[config.mk]
export PLATFORM = sky130hd
export DESIGN_NAME = vga_raster_gen
export DESIGN_NICKNAME = d
export VERILOG_FILES = /design/src/rtl/vga_timing_pkg.sv /design/src/rtl/vga_axis_counter.sv /design/src/rtl/vga_raster_gen.sv
export SDC_FILE = /design/constraint.sdc
export NUM_CORES = 1
export LEC_CHECK = 0
export BUFFER_PORTS_ARGS = -buffer_cell sky130_fd_sc_hd__buf_2
export CORE_ASPECT_RATIO = 0.7
export CORE_UTILIZATION = 57
export DETAILED_ROUTE_END_ITERATION = 10
export PLACE_DENSITY = 0.8
export SYNTH_ARGS = -nofsm -noshare
export SYNTH_HDL_FRONTEND = slang
export SYNTH_HIERARCHICAL = 1
export SYNTH_SLANG_ARGS = --single-unit
[constraint.sdc]
create_clock -name Clk -period 3.15 [get_ports Clk]
set_input_delay 0.1575 -clock Clk [delete_from_list [all_inputs] [get_ports Clk]]
set_output_delay 0.1575 -clock Clk [all_outputs]
set_load 0.02 [all_outputs]
[src/rtl/vga_timing_pkg.sv]
// Shared raster types, default 640x480@60 timing constants and small helpers
// used by vga_raster_gen and vga_axis_counter.
package vga_timing_pkg;

  typedef logic [9:0] coord_t;

  localparam int unsigned DEF_CLK_DIV   = 2;
  localparam int unsigned DEF_H_VISIBLE = 640;
  localparam int unsigned DEF_H_FRONT   = 16;
  localparam int unsigned DEF_H_SYNC    = 96;
  localparam int unsigned DEF_H_BACK    = 48;
  localparam int unsigned DEF_V_VISIBLE = 480;
  localparam int unsigned DEF_V_FRONT   = 10;
  localparam int unsigned DEF_V_SYNC    = 2;
  localparam int unsigned DEF_V_BACK    = 33;

  function automatic int unsigned h_total(input int unsigned vis, input int unsigned front,
                                          input int unsigned sync, input int unsigned back);
    return vis + front + sync + back;
  endfunction

  function automatic int unsigned v_total(input int unsigned vis, input int unsigned front,
                                          input int unsigned sync, input int unsigned back);
    return vis + front + sync + back;
  endfunction

  // Wrap-aware successor of a coordinate on an axis of length total.
  function automatic coord_t coord_succ(input coord_t c, input int unsigned total);
    return (c == coord_t'(total - 1)) ? '0 : c + 1'b1;
  endfunction

endpackage

[src/rtl/vga_axis_counter.sv]
// One raster axis: wrapping position counter plus visible/sync decodes of the
// value the counter holds after the current edge (the _n outputs are next-state).
module vga_axis_counter
  import vga_timing_pkg::*;
#(
  parameter int unsigned MAX        = 800,
  parameter int unsigned SYNC_START = 656,
  parameter int unsigned SYNC_LEN   = 96,
  parameter int unsigned VIS        = 640
) (
  input  logic   Clk,
  input  logic   Reset,
  input  logic   en,
  output coord_t count,
  output coord_t next_count,
  output logic   wrap,
  output logic   vis_n,
  output logic   sync_n
);

  localparam coord_t      LAST    = coord_t'(MAX - 1);
  localparam logic [10:0] VIS_END = 11'(VIS);
  localparam logic [10:0] SYNC_LO = 11'(SYNC_START);
  localparam logic [10:0] SYNC_HI = 11'(SYNC_START + SYNC_LEN);

  coord_t      count_q;
  coord_t      count_d;
  logic [10:0] count_d_ext;

  assign wrap        = (count_q == LAST);
  assign next_count  = coord_succ(count_q, MAX);
  assign count_d     = en ? next_count : count_q;
  assign count_d_ext = {1'b0, count_d};

  // Decoding the post-edge value lets the parent register sync/visible in step
  // with the counter, with no extra pipeline stage.
  assign vis_n  = (count_d_ext < VIS_END);
  assign sync_n = (count_d_ext >= SYNC_LO) && (count_d_ext < SYNC_HI);

  // NOTE: sequential state uses <= so every flop samples pre-edge values.
  always_ff @(posedge Clk or posedge Reset) begin
    if (Reset) begin
      count_q <= '0;
    end else begin
      count_q <= count_d;
    end
  end

  assign count = count_q;

endmodule

[src/rtl/vga_raster_gen.sv]
// VGA raster timing source: pixel-rate divider, X/Y scan, syncs, blank and
// frame_start. Define VGA_PREFETCH_EN to add the registered NextX/NextY outputs.
module vga_raster_gen
  import vga_timing_pkg::*;
#(
  parameter int unsigned CLK_DIV   = DEF_CLK_DIV,
  parameter int unsigned H_VISIBLE = DEF_H_VISIBLE,
  parameter int unsigned H_FRONT   = DEF_H_FRONT,
  parameter int unsigned H_SYNC    = DEF_H_SYNC,
  parameter int unsigned H_BACK    = DEF_H_BACK,
  parameter int unsigned V_VISIBLE = DEF_V_VISIBLE,
  parameter int unsigned V_FRONT   = DEF_V_FRONT,
  parameter int unsigned V_SYNC    = DEF_V_SYNC,
  parameter int unsigned V_BACK    = DEF_V_BACK
) (
  input  logic   Clk,
  input  logic   Reset,
  output logic   pixel_clk,
  output logic   pixel_en,
  output logic   hs,
  output logic   vs,
  output logic   blank,
  output coord_t DrawX,
  output coord_t DrawY,
  output logic   frame_start
`ifdef VGA_PREFETCH_EN
  ,
  output coord_t NextX,
  output coord_t NextY
`endif
);

  localparam int unsigned H_TOTAL = h_total(H_VISIBLE, H_FRONT, H_SYNC, H_BACK);
  localparam int unsigned V_TOTAL = v_total(V_VISIBLE, V_FRONT, V_SYNC, V_BACK);
  localparam int          DW      = (CLK_DIV < 2) ? 1 : $clog2(CLK_DIV);
  localparam logic [DW-1:0] DIV_LAST = DW'(CLK_DIV - 1);
  localparam logic [DW-1:0] DIV_HALF = DW'(CLK_DIV / 2);

  if (H_TOTAL > 1024 || V_TOTAL > 1024 || CLK_DIV < 2) begin : g_bad_params
    $error("vga_raster_gen: H_TOTAL/V_TOTAL must be <= 1024 and CLK_DIV >= 2");
  end

  logic [DW-1:0] div_q;
  logic [DW-1:0] div_d;
  logic          pixel_clk_q;
  logic          hs_q;
  logic          vs_q;
  logic          blank_q;
  logic          frame_start_q;

  coord_t h_count, h_next, v_count, v_next;
  logic   h_wrap, h_vis_n, h_sync_n;
  logic   v_wrap, v_vis_n, v_sync_n;
  logic   v_en;

  assign pixel_en = (div_q == DIV_LAST);
  assign div_d    = pixel_en ? '0 : div_q + 1'b1;
  assign v_en     = pixel_en & h_wrap;

  vga_axis_counter #(
    .MAX       (H_TOTAL),
    .SYNC_START(H_VISIBLE + H_FRONT),
    .SYNC_LEN  (H_SYNC),
    .VIS       (H_VISIBLE)
  ) u_h_counter (
    .Clk       (Clk),
    .Reset     (Reset),
    .en        (pixel_en),
    .count     (h_count),
    .next_count(h_next),
    .wrap      (h_wrap),
    .vis_n     (h_vis_n),
    .sync_n    (h_sync_n)
  );

  vga_axis_counter #(
    .MAX       (V_TOTAL),
    .SYNC_START(V_VISIBLE + V_FRONT),
    .SYNC_LEN  (V_SYNC),
    .VIS       (V_VISIBLE)
  ) u_v_counter (
    .Clk       (Clk),
    .Reset     (Reset),
    .en        (v_en),
    .count     (v_count),
    .next_count(v_next),
    .wrap      (v_wrap),
    .vis_n     (v_vis_n),
    .sync_n    (v_sync_n)
  );

  // Reset values describe position (0,0) so outputs stay coherent with DrawX/DrawY.
  always_ff @(posedge Clk or posedge Reset) begin
    if (Reset) begin
      div_q         <= '0;
      pixel_clk_q   <= 1'b0;
      hs_q          <= 1'b1;
      vs_q          <= 1'b1;
      blank_q       <= 1'b1;
      frame_start_q <= 1'b0;
    end else begin
      div_q         <= div_d;
      pixel_clk_q   <= (div_d >= DIV_HALF);
      hs_q          <= ~h_sync_n;
      vs_q          <= ~v_sync_n;
      blank_q       <= h_vis_n & v_vis_n;
      frame_start_q <= v_en & v_wrap;
    end
  end

  assign pixel_clk   = pixel_clk_q;
  assign hs          = hs_q;
  assign vs          = vs_q;
  assign blank       = blank_q;
  assign DrawX       = h_count;
  assign DrawY       = v_count;
  assign frame_start = frame_start_q;

`ifdef VGA_PREFETCH_EN
  localparam coord_t H_LAST = coord_t'(H_TOTAL - 1);

  coord_t next_x_q;
  coord_t next_y_q;
  coord_t y_at_en;

  // On a pixel_en edge DrawY moves to y_at_en; prefetch looks one pixel past that.
  assign y_at_en = h_wrap ? v_next : v_count;

  always_ff @(posedge Clk or posedge Reset) begin
    if (Reset) begin
      next_x_q <= coord_t'(1);
      next_y_q <= '0;
    end else if (pixel_en) begin
      next_x_q <= coord_succ(h_next, H_TOTAL);
      next_y_q <= (h_next == H_LAST) ? coord_succ(y_at_en, V_TOTAL) : y_at_en;
    end
  end

  assign NextX = next_x_q;
  assign NextY = next_y_q;
`else
  logic unused_next;
  assign unused_next = ^{h_next, v_next};
`endif

endmodule

## After elaboration in Yosys (flattened, before gate mapping)

Cells that the tools add are included.

| storage, ports and cells | value |
|---|---|
| bits in registers | 26 |
| output and inout port bits | 26 |
| word-level logic and storage cells | 32 |
| input port bits | 2 |

| operators by class | value |
|---|---|
| bitwise logic cells | 5 |
| muxes and demuxes | 5 |
| eq/ne operators | 2 |
| add/subtract/negate cells | 3 |
| reduce and logical (&&, ||, !) cells | 2 |
| magnitude comparators | 7 |

Operator list:

| kind | number |
|---|---|
| two-way mux 10 bit | 4 |
| adder 10 x 1 -> 10 bit, second input constant | 2 |
| == test 10 bit, second input constant | 2 |
| less-than comparator 10 bit, second input constant | 2 |
| less-than comparator 10 x 9 -> 1 bit, second input constant | 2 |
| greater-or-equal comparator 10 bit, second input constant | 1 |
| greater-or-equal comparator 10 x 9 -> 1 bit, second input constant | 1 |
| AND 1 bit | 3 |
| logical AND 1 bit | 2 |
| NOT 1 bit | 2 |
| adder 1 bit, second input constant | 1 |
| greater-or-equal comparator 1 bit, second input constant | 1 |
| two-way mux 1 bit | 1 |

## Longest topological paths before layout

| depth | value |
|---|---|
| depth in word-level cells | 6 |
| gate-level depth with buffers | 13 |
| gate-level depth less buffers | 10 |

## Cells and area by module

Netlist, hierarchy kept.

By module, submodules not included:

| module | cells an instance | instances | sequential area each (sq um) | area each (sq um) |
|---|---|---|---|---|
| vga_axis_counter at u_v_counter | 110 | 1 | 250.2 | 899.6 |
| vga_axis_counter at u_h_counter | 87 | 1 | 250.2 | 769.5 |
| vga_raster_gen | 13 | 1 | 128.9 | 171.4 |

## Worst setup path before layout

OpenSTA, ideal clock, no wires.

| timing | value |
|---|---|
| path kind | register -> register |
| start point | register u_h_counter.count_q[0] (netlist: u_h_counter/count[0]) |
| end point | register vs_q (netlist: vs) |
| cell stages (with the launch flop) | 14 |
| data required time | 3.077 ns |
| path buffers | 3 |
| setup time | 0.073 ns |
| arrival time | 2.605 ns |
| clock period less this slack | 2.678 ns |
| path slack | 0.472 ns |
| path through | dfrtp_1 > ha_1 > and4_4 > buf_6 > and4b_1 > buf_6 > and2_2 > buf_2 > nand2_1 > nor3_1 > nand3_1 > a31oi_1 > and4_1 > inv_1 |

| on the way | value |
|---|---|
| word-level cells in the longest chain between the ends | 6 |
| elaborated cells on any way between the ends | 7 |
| classes of those cells | order compare (2); eq/ne (1); mux (1); bitwise (2); reduce/logical (1) |

Ends and longest elaborated chain:

| element | line | source |
|---|---|---|
| from (decl) | vga_axis_counter.sv:26 | `coord_t count_q;` |
| from (signal assigned) | vga_axis_counter.sv:45 | `count_q <= count_d;` |
| == test 10 bit (*) | vga_axis_counter.sv:30 | `assign wrap = (count_q == LAST);` |
| named net h_wrap | vga_raster_gen.sv:52 | `logic h_wrap, h_vis_n, h_sync_n;` |
| AND 1 bit (*) | vga_raster_gen.sv:58 | `assign v_en = pixel_en & h_wrap;` |
| named net v_en | vga_raster_gen.sv:54 | `logic v_en;` |
| two-way mux 10 bit (*) | vga_axis_counter.sv:32 | `assign count_d = en ? next_count : count_q;` |
| greater-or-equal comparator 10 x 9 -> 1 bit / less-than comparator 10 x 9 -> 1 bit (equally long branches) | vga_axis_counter.sv:38 | `assign sync_n = (count_d_ext >= SYNC_LO) && (count_d_ext < SYNC_HI);` |
| logical AND 1 bit (*) | vga_axis_counter.sv:38 |  |
| named net v_sync_n | vga_raster_gen.sv:53 | `logic v_wrap, v_vis_n, v_sync_n;` |
| NOT 1 bit (*) | vga_raster_gen.sv:105 | `vs_q <= ~v_sync_n;` |
| to (signal assigned) | vga_raster_gen.sv:105 |  |
| to (decl) | vga_raster_gen.sv:47 | `logic vs_q;` |

Mark *: on every way through the listed nets, which the timed path passes. The rest lies on a longest branch.

## Final worst setup path

Same ends and word-level chain as after synthesis.

==> impl_metrics.sql <==
INSERT INTO impl_metrics (metric_group, metric, value, unit) VALUES
('status', 'run_status', 'finished, final reports clean', ''),
('routing', 'met3_wirelength', '187', 'um'),
('layout', 'flow.area_growth_from_synthesis', '7.53', '%'),
('timing', 'timing.setup.tns', '0', 'ns'),
('timing', 'hold-worst-slack', '0.351', 'ns'),
('routing', 'dr_total_vias', '1299', ''),
('routing', 'wirelength_met1', '1.65', 'mm'),
('timing', 'finalClockSkew', '0.00673', 'ns'),
('floorplanning', 'fp.coreArea', '0.00257', 'mm^2'),
('worst_hold_path', 'hp-class', 'input port to asynchronous set/reset pin', ''),
('place', 'numPortBuffers', '27', ''),
('clock_network', 'cts-root-buf', 'clkbuf_8', ''),
('critical_path', 'crit_arrival', '2.80', 'ns'),
('layout', 'multi_input_comb_area', '800', 'um^2'),
('critical_path', 'critical_path_class', 'register to register', ''),
('grt', 'grt_remaining_overflow', '0', ''),
('place', 'place.gp.congestion', '0.861', ''),
('routing', 'drc_errors', '0', ''),
('grt', 'gr-usage-all-layers', '0.229', ''),
('floorplanning', 'die_h', '46.5', 'um'),
('clock_network', 'cts_num_sinks', '25', ''),
('critical_path', 'cp-start-kind', 'register', ''),
('routing', 'routed_via_density', '5.80', ''),
('floorplanning', 'row_count', '15', ''),
('clock_network', 'register_clock_pin_slew_on_the_reported_worst_setup_and_hold_paths', '0.09', 'ns'),
('timing', 'finalWorstPathRequiredPeriod', '2.59', 'ns'),
('yosys', 'ys.warnings.count', '6', ''),
('clock_network', 'cts_h_tree_lvls', '1', ''),
('routing', 'topRoutingLayerUsed', 'met4', ''),
('layout', 'antenna_cells_inserted', '0', ''),
('layout', 'total_area_of_sequential_cells', '629', 'um^2'),
('grt', 'grt_start_max_net_pins', '18', ''),
('layout', 'layout.cells.most_common', 'buf_2', ''),
('timing', 'worst_slew_margin_relative_to_its_limit', '0.660', ''),
('timing', 'slew_worst_pin', '0.506', 'ns'),
('power_and_ir_drop', 'vdd_drop_max', '272', 'uV'),
('yosys', 'avgSynthCellArea', '9.37', 'um^2'),
('clock_network', 'cts_made_buffers', '3', ''),
('timing', 'report.final.hold_viol_count', '0', ''),
('routing', 'antenna_violating_nets_post_route', '0', ''),
('layout', 'finish.utilization', '0.674', ''),
('clock_network', 'clock_insertion_delay_worst_skew', '0.27', 'ns'),
('timing', 'maxClockFrequency', '386', 'MHz'),
('routing', 'wl_per_cell', '14.7', 'um'),
('yosys', 'synthesis.instances', '172', ''),
('grt', 'initial_antenna_violation_count', '0', ''),
('floorplanning', 'die_area', '0.00305', 'mm^2'),
('power_and_ir_drop', 'power_density', '298', 'mW/mm^2'),
('layout', 'drive_above_1_share', '0.268', ''),
('timing', 'finalCritPeriodShare', '0.823', ''),
('place', 'dp.final_hpwl', '2.46', 'mm'),
('timing', 'finalMaxSlewViolations', '0', ''),
('grt', 'grt_first_pass_wirelength', '5.07', 'mm'),
('job', 'drv_cap', '0', ''),
('critical_path', 'critPathRequiredTime', '3.36', 'ns'),
('critical_path', 'type_of_element_capturing_the_critical_path', 'register', ''),
('layout', 'fillers', '214', ''),
('floorplanning', 'die_x', '65.6', 'um'),
('timing', 'timing.final.setup_violations', '0', ''),
('layout', 'layout_common_cells', 'buf_2, dfrtp_1, nand2_1', ''),
('routing', 'met2RoutedLength', '1.42', 'mm'),
('floorplanning', 'initial_standard_cell_utilization_of_the_core', '0.627', ''),
('clock_network', 'max_clock_buf_depth', '2', ''),
('power_and_ir_drop', 'leakagePower', '0.872', 'nW'),
('grt', 'first_global_vias', '1064', ''),
('routing', 'detail_route.wirelength', '3.28', 'mm'),
('yosys', 'summed_instance_area_of_the_synthesized_netlist', '0.00161', 'mm^2'),
('floorplanning', 'ioPinCount', '28', ''),
('clock_network', 'tritoncts_clock_tree', 'built', ''),
('yosys', 'synthesis.nets', '177', ''),
('timing', 'rsz0062_at_grt', 'no', ''),
('critical_path', 'critPathMaxFanout', '17', ''),
('routing', 'first_iter_violations', '109', ''),
('layout', 'num-nets-final', '196', ''),
('routing', 'drt_pre_antenna_iters', '4', '');
## routing by layer
layer  vias up  global-route usage
met4         0              0.0435
met1       617               0.346
met5         -                   0
met2        47               0.330
met3         7              0.0569
li1        628                   -
## repair_timing
action	CTS	global route
gates resized for setup	0	0
endpoints found under the hold margin	22	0
hold buffers	1	0
setup buffers	0	0
endpoints found under the setup margin	0	0
## stage by stage
| step | setup WS (ns) | std cells | cell area, um^2 | total power [mW] |
|---|---|---|---|---|
| final | 0.558 | 224 | 1730 | 0.517 |
| after global routing | 0.348 | 224 | 1730 | 0.541 |
| after CTS | 0.590 | 224 | 1730 | 0.527 |
| after detailed placement | 0.612 | 219 | 1680 | 0.335 |
| after global placement | 0.729 | 219 | 1680 | 0.335 |
| after floorplan | 0.563 | 172 | 1610 | 0.332 |
## registers in the layout, summed over array words and instances, names as in the netlist
| name | cells |
|---|---|
| pixel_en | 1 |
| hs | 1 |
| vs | 1 |
| u_v_counter/count | 10 |
| u_h_counter/count | 10 |
| blank | 1 |
| frame_start | 1 |
## critical path, cell delays in order, from the launching register on
cell	delay (ns)
dfrtp_1	0.44
ha_1	0.25
and4_4	0.25
and4b_1	0.20
and2_2	0.32
nand2_1	0.16
nor3_1	0.34
nand3_1	0.11
a31oi_1	0.22
and4_1	0.20
inv_1	0.04
## final cells by class
type	count	share of cell area
Multi-Input combinational cell	116	0.461
Inverter	15	0.0325
Clock buffer	4	0.0260
Sequential cell	25	0.363
Tap cell	34	0.0245
Timing Repair Buffer	30	0.0924
## power breakdown
part	total [mW]	internal [mW]	switching (mW)
Combinational	0.00844	0.00153	0.00691
Sequential	0.321	0.321	0
Clock	0.188	0.0904	0.0975
## path summary, 6_finish.rpt
check                                      from              endpoint  slack [ns]  depth (start not counted)
max                        u_h_counter/count[0]                    vs        0.56                         10
min                                       Reset              pixel_en        0.35                          3
max reg2reg                u_h_counter/count[0]                    vs        0.56                         10
min reg2reg                u_h_counter/count[9]  u_h_counter/count[9]        0.58                          2
max in group asynchronous                 Reset  u_h_counter/count[7]        2.42                          3
min in group Clk           u_h_counter/count[9]  u_h_counter/count[9]        0.58                          2
(Power assumes the default switching activity.)
